## src/rtl/vmicro16_uart_rx_apb_pkg.sv

```systemverilog
// Shared definitions for the APB UART receiver: register offsets, STATUS bit
// positions and the 2-bit receive FSM encodings.
package vmicro16_uart_rx_apb_pkg;

    localparam logic [1:0] REG_DATA   = 2'd0;
    localparam logic [1:0] REG_STATUS = 2'd1;

    localparam int BIT_NE   = 0;
    localparam int BIT_FULL = 1;
    localparam int BIT_OVR  = 2;
    localparam int BIT_FERR = 3;

    localparam logic [1:0] ST_IDLE  = 2'd0;
    localparam logic [1:0] ST_START = 2'd1;
    localparam logic [1:0] ST_DATA  = 2'd2;
    localparam logic [1:0] ST_STOP  = 2'd3;

endpackage

```

## src/rtl/vmicro16_uart_rx_core.sv

```systemverilog
// 8N1 serial receiver: two-flop synchroniser feeding a bit-timing FSM that
// emits one-cycle pulses for a good byte or a framing error.
module vmicro16_uart_rx_core
    import vmicro16_uart_rx_apb_pkg::*;
#(
    parameter int CLKS_PER_BIT = 434
) (
    input  logic       clk,
    input  logic       reset,
    input  logic       uart_rx,
    output logic [7:0] rx_byte,
    output logic       rx_valid,
    output logic       rx_ferr
);

    localparam int CNT_W = $clog2(CLKS_PER_BIT);
    localparam logic [CNT_W-1:0] CNT_LAST = CNT_W'(CLKS_PER_BIT - 1);
    localparam logic [CNT_W-1:0] CNT_MID  = CNT_W'(CLKS_PER_BIT / 2 - 1);

    logic             r_sync1;
    logic             r_sync2;
    logic [1:0]       r_state;
    logic [CNT_W-1:0] r_cnt;
    logic [2:0]       r_idx;
    logic [7:0]       r_sr;
    logic             r_valid;
    logic             r_ferr;

    // Synchroniser resets to the idle level so reset never looks like a start bit.
    always_ff @(posedge clk) begin
        if (!reset) begin
            r_sync1 <= 1'b1;
            r_sync2 <= 1'b1;
        end else begin
            r_sync1 <= uart_rx;
            r_sync2 <= r_sync1;
        end
    end

    always_ff @(posedge clk) begin
        if (!reset) begin
            r_state <= ST_IDLE;
            r_cnt   <= '0;
            r_idx   <= '0;
            r_valid <= 1'b0;
            r_ferr  <= 1'b0;
        end else begin
            r_valid <= 1'b0;
            r_ferr  <= 1'b0;
            case (r_state)
                ST_IDLE: begin
                    if (!r_sync2) begin
                        r_state <= ST_START;
                        r_cnt   <= '0;
                    end
                end
                ST_START: begin
                    if (r_cnt == CNT_MID) begin
                        r_cnt   <= '0;
                        r_idx   <= '0;
                        r_state <= r_sync2 ? ST_IDLE : ST_DATA;
                    end else begin
                        r_cnt <= r_cnt + 1'b1;
                    end
                end
                ST_DATA: begin
                    if (r_cnt == CNT_LAST) begin
                        r_cnt <= '0;
                        r_idx <= r_idx + 1'b1;
                        if (r_idx == 3'd7)
                            r_state <= ST_STOP;
                    end else begin
                        r_cnt <= r_cnt + 1'b1;
                    end
                end
                default: begin
                    // Leaving at mid-stop-bit lets the next start edge be caught immediately.
                    if (r_cnt == CNT_LAST) begin
                        r_cnt   <= '0;
                        r_state <= ST_IDLE;
                        r_valid <= r_sync2;
                        r_ferr  <= !r_sync2;
                    end else begin
                        r_cnt <= r_cnt + 1'b1;
                    end
                end
            endcase
        end
    end

    always_ff @(posedge clk) begin
        if (r_state == ST_DATA && r_cnt == CNT_LAST)
            r_sr[r_idx] <= r_sync2;
    end

    assign rx_byte  = r_sr;
    assign rx_valid = r_valid;
    assign rx_ferr  = r_ferr;

endmodule

```

## src/rtl/vmicro16_uart_rx_apb.sv

```systemverilog
// APB slave wrapper for the UART receiver: RX FIFO, sticky OVR/FERR flags and
// the DATA/STATUS register decode with zero-wait-state access.
module vmicro16_uart_rx_apb
    import vmicro16_uart_rx_apb_pkg::*;
#(
    parameter int BUS_WIDTH    = 16,
    parameter int CLKS_PER_BIT = 434,
    parameter int FIFO_DEPTH   = 4
) (
    input  logic                 clk,
    input  logic                 reset,
    input  logic [15:0]          S_PADDR,
    input  logic                 S_PWRITE,
    input  logic                 S_PSELx,
    input  logic                 S_PENABLE,
    input  logic [BUS_WIDTH-1:0] S_PWDATA,
    output logic [BUS_WIDTH-1:0] S_PRDATA,
    output logic                 S_PREADY,
    input  logic                 uart_rx
);

    localparam int PTR_W = $clog2(FIFO_DEPTH);
    localparam int CNT_W = $clog2(FIFO_DEPTH + 1);
    localparam logic [CNT_W-1:0] FIFO_FULL = CNT_W'(FIFO_DEPTH);

    logic [7:0]       w_rx_byte;
    logic             w_rx_valid;
    logic             w_rx_ferr;
    logic             w_access;
    logic             w_rd;
    logic             w_wr;
    logic             w_empty;
    logic             w_full;
    logic             w_pop;
    logic             w_push;
    logic             w_drop;
    logic             w_clr;
    logic             w_unused;

    logic [7:0]       r_mem [FIFO_DEPTH];
    logic [PTR_W-1:0] r_wr_ptr;
    logic [PTR_W-1:0] r_rd_ptr;
    logic [CNT_W-1:0] r_count;
    logic             r_ovr;
    logic             r_ferr;

    vmicro16_uart_rx_core #(
        .CLKS_PER_BIT(CLKS_PER_BIT)
    ) u_core (
        .clk      (clk),
        .reset    (reset),
        .uart_rx  (uart_rx),
        .rx_byte  (w_rx_byte),
        .rx_valid (w_rx_valid),
        .rx_ferr  (w_rx_ferr)
    );

    assign w_access = S_PSELx & S_PENABLE;
    assign w_rd     = w_access & !S_PWRITE;
    assign w_wr     = w_access & S_PWRITE;
    assign w_empty  = (r_count == '0);
    assign w_full   = (r_count == FIFO_FULL);
    assign w_pop    = w_rd && (S_PADDR[1:0] == REG_DATA) && !w_empty;
    // A full FIFO still accepts a byte when the head is leaving in the same cycle.
    assign w_push   = w_rx_valid && (!w_full || w_pop);
    assign w_drop   = w_rx_valid && w_full && !w_pop;
    assign w_clr    = w_wr && (S_PADDR[1:0] == REG_STATUS);
    assign w_unused = ^{S_PADDR[15:2], S_PWDATA};
    assign S_PREADY = w_access;

    always_ff @(posedge clk) begin
        if (!reset) begin
            r_wr_ptr <= '0;
            r_rd_ptr <= '0;
            r_count  <= '0;
        end else begin
            if (w_push)
                r_wr_ptr <= r_wr_ptr + 1'b1;
            if (w_pop)
                r_rd_ptr <= r_rd_ptr + 1'b1;
            if (w_push && !w_pop)
                r_count <= r_count + 1'b1;
            else if (!w_push && w_pop)
                r_count <= r_count - 1'b1;
        end
    end

    always_ff @(posedge clk) begin
        if (w_push)
            r_mem[r_wr_ptr] <= w_rx_byte;
    end

    // Set has priority over a same-cycle W1C clear.
    always_ff @(posedge clk) begin
        if (!reset) begin
            r_ovr  <= 1'b0;
            r_ferr <= 1'b0;
        end else begin
            r_ovr  <= w_drop    | (r_ovr  & !(w_clr & S_PWDATA[BIT_OVR]));
            r_ferr <= w_rx_ferr | (r_ferr & !(w_clr & S_PWDATA[BIT_FERR]));
        end
    end

    always_comb begin
        S_PRDATA = '0;
        if (w_rd) begin
            case (S_PADDR[1:0])
                REG_DATA: begin
                    if (!w_empty)
                        S_PRDATA = BUS_WIDTH'(r_mem[r_rd_ptr]);
                end
                REG_STATUS: begin
                    S_PRDATA[BIT_NE]   = !w_empty;
                    S_PRDATA[BIT_FULL] = w_full;
                    S_PRDATA[BIT_OVR]  = r_ovr;
                    S_PRDATA[BIT_FERR] = r_ferr;
                end
                default: S_PRDATA = '0;
            endcase
        end
    end

endmodule

```

## config.mk

```make
export PLATFORM = sky130hd
export DESIGN_NAME = vmicro16_uart_rx_apb
export DESIGN_NICKNAME = d
export VERILOG_FILES = /design/src/rtl/vmicro16_uart_rx_apb_pkg.sv /design/src/rtl/vmicro16_uart_rx_core.sv /design/src/rtl/vmicro16_uart_rx_apb.sv
export SDC_FILE = /design/constraint.sdc
export NUM_CORES = 1
export LEC_CHECK = 0
export CORE_MARGIN = 1
export CORE_UTILIZATION = 47
export CTS_CLUSTER_DIAMETER = 60
export CTS_CLUSTER_SIZE = 30
export DETAILED_ROUTE_END_ITERATION = 10
export PLACE_DENSITY = 0.72
export RECOVER_POWER = 25
export REMOVE_ABC_BUFFERS = 1
export SLEW_MARGIN = 0
export SYNTH_ARGS = -nofsm -noshare
export SYNTH_HDL_FRONTEND = slang
export SYNTH_SLANG_ARGS = --single-unit
```

## constraint.sdc

```tcl
create_clock -name clk -period 3.48 [get_ports clk]
set_input_delay 0.348 -clock clk [delete_from_list [all_inputs] [get_ports clk]]
set_output_delay 0.348 -clock clk [all_outputs]
set_load 0.01 [all_outputs]
```

==> results of run 1 <==
final timing paths:
kind                            slack [ns]  cells after the start                        end
worst max register to register        1.07                      8    r_count[2]$_SDFFE_PN0P_
worst max-delay path                  0.70                      5                S_PRDATA[7]
worst min-delay path                  0.42                      1  u_core.r_sync2$_SDFF_PN1_
worst min register to register        0.42                      1  u_core.r_sync2$_SDFF_PN1_
metrics by stage:
stage                     hold WS (ns)  power [mW]  setup slack [ns]  instance area, um2
final                            0.422        1.66             0.695                3600
after global routing             0.435        1.73             0.588                3600
after CTS                        0.427        1.68             0.679                3600
after detailed placement         0.401        1.07             0.485                3410
after global placement           0.405        1.06             0.511                3410
after floorplan                  0.386        1.02              1.16                3130
sequential cells by signal (all words and copies together) (netlist names), 2 cells and up, named ones only:
name and flops:
u_core.r_state 2, r_rd_ptr 2, r_wr_ptr 2, r_count 3, r_mem 32, u_core.r_idx 3
u_core.rx_byte 8, u_core.r_cnt 9
power by group through the flow:
stage	registers [mW]	logic, mW	clock network [mW]
2_1_floorplan	0.889	0.128	0
3_3_place_gp	0.891	0.173	0
3_5_place_dp	0.891	0.174	0
4_1_cts	0.872	0.176	0.629
5_1_grt	0.874	0.196	0.663
6_report	0.872	0.177	0.608
worst max-delay path, stage by stage:
cell and delay, ns:
clkdlybuf4s50_1 0.45, nand4bb_4 0.28, or3_1 0.55, and2b_2 0.29, clkdlybuf4s50_1 0.53
cell usage after synthesis (all sizes together), types with 6 or more instances:
| library cell | instances | area, um2 |
|---|---|---|
| o21ai | 7 | 35.0 |
| nor3 | 11 | 55.1 |
| nand2b | 6 | 37.5 |
| nand2 | 22 | 82.6 |
| buf | 11 | 80.1 |
| edfxtp | 40 | 1200 |
| xnor2 | 8 | 70.1 |
| mux4 | 8 | 180 |
| nor2 | 21 | 78.8 |
| inv | 13 | 48.8 |
| a21boi | 6 | 45.1 |
| o211ai | 6 | 45.0 |
| ha | 13 | 163 |
| dfxtp | 29 | 581 |
cells by family after synthesis:
group	Yosys count	synth area share
buf+inv	28	0.0450
fa+ha+maj	14	0.0571
simple gates	93	0.162
compound gates	35	0.0849
mux	12	0.0688
xor+xnor	9	0.0246
flops	69	0.557
other cells	1	0.00117
routing by layer:
metal | vias up | GRT usage | part of all wire
li1 | 976 | - | -
met1 | 954 | 0.171 | 0.47
met2 | 39 | 0.272 | 0.47
met3 | 5 | 0.0600 | 0.048
met4 | 0 | 0.0632 | 0.010
met5 | - | 0 | 0
layout make-up:
type | count | area, um2 | area share
flip-flops and latches | 69 | 1780 | 0.495
repair buffers | 19 | 188 | 0.0521
multi-input cells | 171 | 1300 | 0.361
clock inverters | 7 | 62.6 | 0.0174
inverters | 13 | 48.8 | 0.0136
clock buffers | 9 | 124 | 0.0344
well taps | 77 | 96.3 | 0.0268
==> results.py, run 1 <==
metrics = {
    "clock_network": {
        "cts_tree": "yes",
        "clkSinkCount": 69,
        "htree_levels": 3,
        "insertion_delay_ns": 0.35,
        "cts_root_buffer": "clkbuf_8",
        "holdBufCountCts": 0,
        "clk_pin_slew_ns": 0.07,
        "postCtsSetupBuffers": 0,
        "cts_resized": 0,
        "cts_buffer_depth": 2,
        "numCtsBuffers": 9,
    },
    "worst_setup_path": {
        "crit_type": "input port to primary output",
        "worst-path-max-fanout": 10,
        "startpoint": "S_PADDR[1]",
        "cp.arrival_ns": 2.44,
        "cp-end-kind": "primary output",
        "rr_startpoint": "r_count[0]$_SDFFE_PN0P_",
        "cp_data_required_time_ns": 3.13,
        "critPathLaunchType": "input port",
    },
    "grt": {
        "grt_max_degree": 25,
        "grt_pass1_vias": 1947,
        "grt_usage": 0.156,
        "grt_pass1_wl_um": 8600,
        "grt-ovfl-total": 0,
        "antenna_found_initial": 0,
    },
    "outcome": {
        "status": "complete, but fails checks",
        "violations": "design-rule violations",
    },
    "hold_path": {
        "holdCritPathClass": "flop to flop",
        "min_from": "u_core.r_sync1$_SDFF_PN1_",
    },
    "timing": {
        "maxClockFrequency_mhz": 359,
        "grt_setup_unrepaired": "false",
        "setup_viol": 0,
        "tightest_slew_ns": 0.857,
        "fin_skew_ns": 0.0116,
        "finalCritPeriodShare": 0.800,
        "slew_violations": 0,
        "fin_setup_tns_ns": 0,
        "slew_headroom": 0.427,
        "post-route-min-period_ns": 2.78,
        "finalHoldViolCount": 0,
    },
    "layout": {
        "drive_gt1_frac": 0.118,
        "layout_common_cells": "edfxtp_1, dfxtp_1, nand2_1, nor2_1, clkdlybuf4s50_1",
        "diodes": 0,
        "synthToLayoutAreaGrowth_pct": 12.6,
        "fillerInstances": 539,
        "fin_cells": 365,
        "final_util": 0.558,
        "mostFrequentLayoutCell": "edfxtp_1",
        "fin_nets": 335,
    },
    "power_and_ir_drop": {
        "seq_power_share": 0.526,
        "p_leak_nw": 1.22,
        "p_int_mw": 1.21,
        "combinationalPowerShare": 0.107,
        "power_switching_share": 0.273,
        "p_switching_uw": 452,
        "p_per_area_nw_per_um2": 460,
        "clkPwrFrac": 0.367,
        "ir_drop_mv": 0.352,
    },
    "synthesis": {
        "postSynthAreaPerCell_um2": 12.3,
        "syn_area_um2": 3200,
        "syn_inst": 261,
        "ys.warnings.count": 0,
        "async_reset_ff_frac": 0,
        "synth_edf_count": 40,
        "synth_ff_type": "edfxtp_1",
        "ys_ff_latch": 69,
        "synth_cell_type_count": 47,
        "yosysSeqAreaShare": 0.557,
    },
    "run": {
        "timing.max_cap.violations": 0,
    },
    "routing": {
        "post-route-drc-count": 3,
        "vias_per_cell": 5.41,
        "dr.first_iter.drc_count": 101,
        "ant_nets": 0,
        "num_vias": 1974,
        "wl_per_cell_um": 14.0,
        "wl_um": 5110,
        "drt_first_pass_iters": 7,
    },
    "floorplan": {
        "die_w_um": 84.5,
        "core_um2": 6460,
        "fp.dieArea_um2": 7140,
        "start_util": 0.495,
        "ios": 55,
        "die_h_um": 84.5,
        "rows": 29,
    },
    "place": {
        "place_hpwl_um": 3520,
        "place.port_buffers": 18,
        "dpl.cell_count": 349,
        "routabilityCongestion": 0.767,
    },
}
Power figures use the tool's default switching activity.
==> run 2: changes to the inputs <==
==> constraint.sdc (replaced) <==
create_clock -name clk -period 2.66 [get_ports clk]
set_input_delay 0.266 -clock clk [delete_from_list [all_inputs] [get_ports clk]]
set_output_delay 0.266 -clock clk [all_outputs]
set_load 0.01 [all_outputs]
==> run 2 against run 1 <==
Compared with the run above: the run still ends with design-rule violations left; global-route usage increased by 0.59 points; design area is 1.8% higher; die area unchanged.
==> results.py, run 2 (same netlist as run 1, synthesis figures left out) <==
metrics = {
    "floorplan": {
        "ios": 55,
        "die_w_um": 84.5,
        "core_um2": 6460,
        "die_h_um": 84.5,
        "fp.dieArea_um2": 7140,
        "start_util": 0.495,
        "rows": 29,
    },
    "layout": {
        "fin_cells": 374,
        "fin_nets": 344,
        "synthToLayoutAreaGrowth_pct": 14.6,
        "drive_gt1_frac": 0.145,
        "regMostFlops": "r_mem",
        "postLayoutCellArea_um2": 3670,
        "layout_common_cells": "edfxtp_1, dfxtp_1, nand2_1, nor2_1, clkdlybuf4s50_1",
        "largest_reg_flops": 32,
        "diodes": 0,
        "final_util": 0.568,
        "mostFrequentLayoutCell": "edfxtp_1",
        "fillerInstances": 521,
    },
    "grt": {
        "grt_max_degree": 20,
        "antenna_found_initial": 0,
        "grt-ovfl-total": 0,
        "grt_usage": 0.162,
        "grt_pass1_wl_um": 9010,
        "grt_pass1_vias": 1992,
    },
    "place": {
        "place_ws_ns": -0.0136,
        "place.port_buffers": 18,
        "routabilityCongestion": 0.740,
        "placed_area_um2": 3480,
        "dpl.cell_count": 358,
        "place_hpwl_um": 3730,
    },
    "timing": {
        "slew_headroom": 0.518,
        "grt_setup_unrepaired": "false",
        "finalHoldViolCount": 0,
        "setup_viol": 0,
        "hold_ws_ns": 0.442,
        "post-route-min-period_ns": 2.54,
        "finalCritPeriodShare": 0.955,
        "timing.final.ws_setup_ns": 0.119,
        "tightest_slew_ns": 0.721,
        "maxClockFrequency_mhz": 393,
        "fin_skew_ns": 0.0132,
        "slew_violations": 0,
        "fin_setup_tns_ns": 0,
    },
    "clock_network": {
        "cts_root_buffer": "clkbuf_8",
        "cts_tree": "yes",
        "htree_levels": 3,
        "clk_pin_slew_ns": 0.08,
        "numCtsBuffers": 9,
        "insertion_delay_ns": 0.35,
        "postCtsSetupBuffers": 0,
        "cts_buffer_depth": 2,
        "clkSinkCount": 69,
    },
    "routing": {
        "wl_um": 5290,
        "vias_per_cell": 5.38,
        "wl_per_cell_um": 14.1,
        "num_vias": 2011,
        "drt_first_pass_iters": 7,
        "ant_nets": 0,
        "post-route-drc-count": 6,
        "dr.first_iter.drc_count": 89,
    },
    "power_and_ir_drop": {
        "ir_drop_mv": 0.306,
        "p_int_mw": 1.57,
        "p_switching_uw": 590,
        "clkPwrFrac": 0.364,
        "p_leak_nw": 1.28,
        "combinationalPowerShare": 0.108,
        "total_power_mw": 2.16,
        "p_per_area_nw_per_um2": 589,
        "seq_power_share": 0.529,
        "power_switching_share": 0.273,
    },
    "outcome": {
        "status": "complete, but fails checks",
        "violations": "design-rule violations",
    },
    "worst_setup_path": {
        "worst-path-max-fanout": 9,
        "cp.arrival_ns": 2.28,
        "crit_type": "input port to primary output",
        "cp-end-kind": "primary output",
        "cp_data_required_time_ns": 2.39,
        "critPathLaunchType": "input port",
    },
    "run": {
        "timing.max_cap.violations": 0,
    },
    "hold_path": {
        "holdCritPathClass": "flop to flop",
    },
}
run 2: what timing repair did:
item                       in CTS  in global routing
resized for setup               0                  1
setup endpoints to repair       0                  1
hold buffers                    0                  0
run 2: metal layers:
layer	up-vias	wire (um)	global-route usage
met2	38	2560	0.276
met5	-	0	0
met1	973	2430	0.192
met3	6	221	0.0511
met4	0	80	0.0616
li1	994	-	-
run 2: cell type report:
class | count | area (um2) | share of cell area
tap | 77 | 96.3 | 0.0263
clock inverter | 7 | 58.8 | 0.0160
clock buffer | 9 | 124 | 0.0338
multi-input combinational | 171 | 1300 | 0.354
inverter | 13 | 48.8 | 0.0133
sequential | 69 | 1780 | 0.486
timing repair buffer | 28 | 258 | 0.0703
run 2: power by group through the flow:
stage	registers, mW	clock network [mW]	logic (mW)
finish	1.14	0.785	0.233
global placement	1.17	0	0.227
global route	1.14	0.846	0.258
CTS	1.14	0.806	0.232
floorplan	1.16	0	0.168
detailed placement	1.17	0	0.231
run 2: worst paths after layout:
check        slack (ns)                         to  cells past startpoint                      start
max                0.12                S_PRDATA[6]                      6                 S_PADDR[1]
min                0.44  u_core.r_sync2$_SDFF_PN1_                      1  u_core.r_sync1$_SDFF_PN1_
max reg2reg        0.43    r_count[2]$_SDFFE_PN0P_                      9    r_count[0]$_SDFFE_PN0P_
min reg2reg        0.44  u_core.r_sync2$_SDFF_PN1_                      1  u_core.r_sync1$_SDFF_PN1_
run 2: critical path: stages:
cell             delay (ns)
clkdlybuf4s50_1        0.43
nand4bb_4              0.26
or3_1                  0.39
buf_4                  0.18
and2b_2                0.21
clkdlybuf4s50_1        0.53
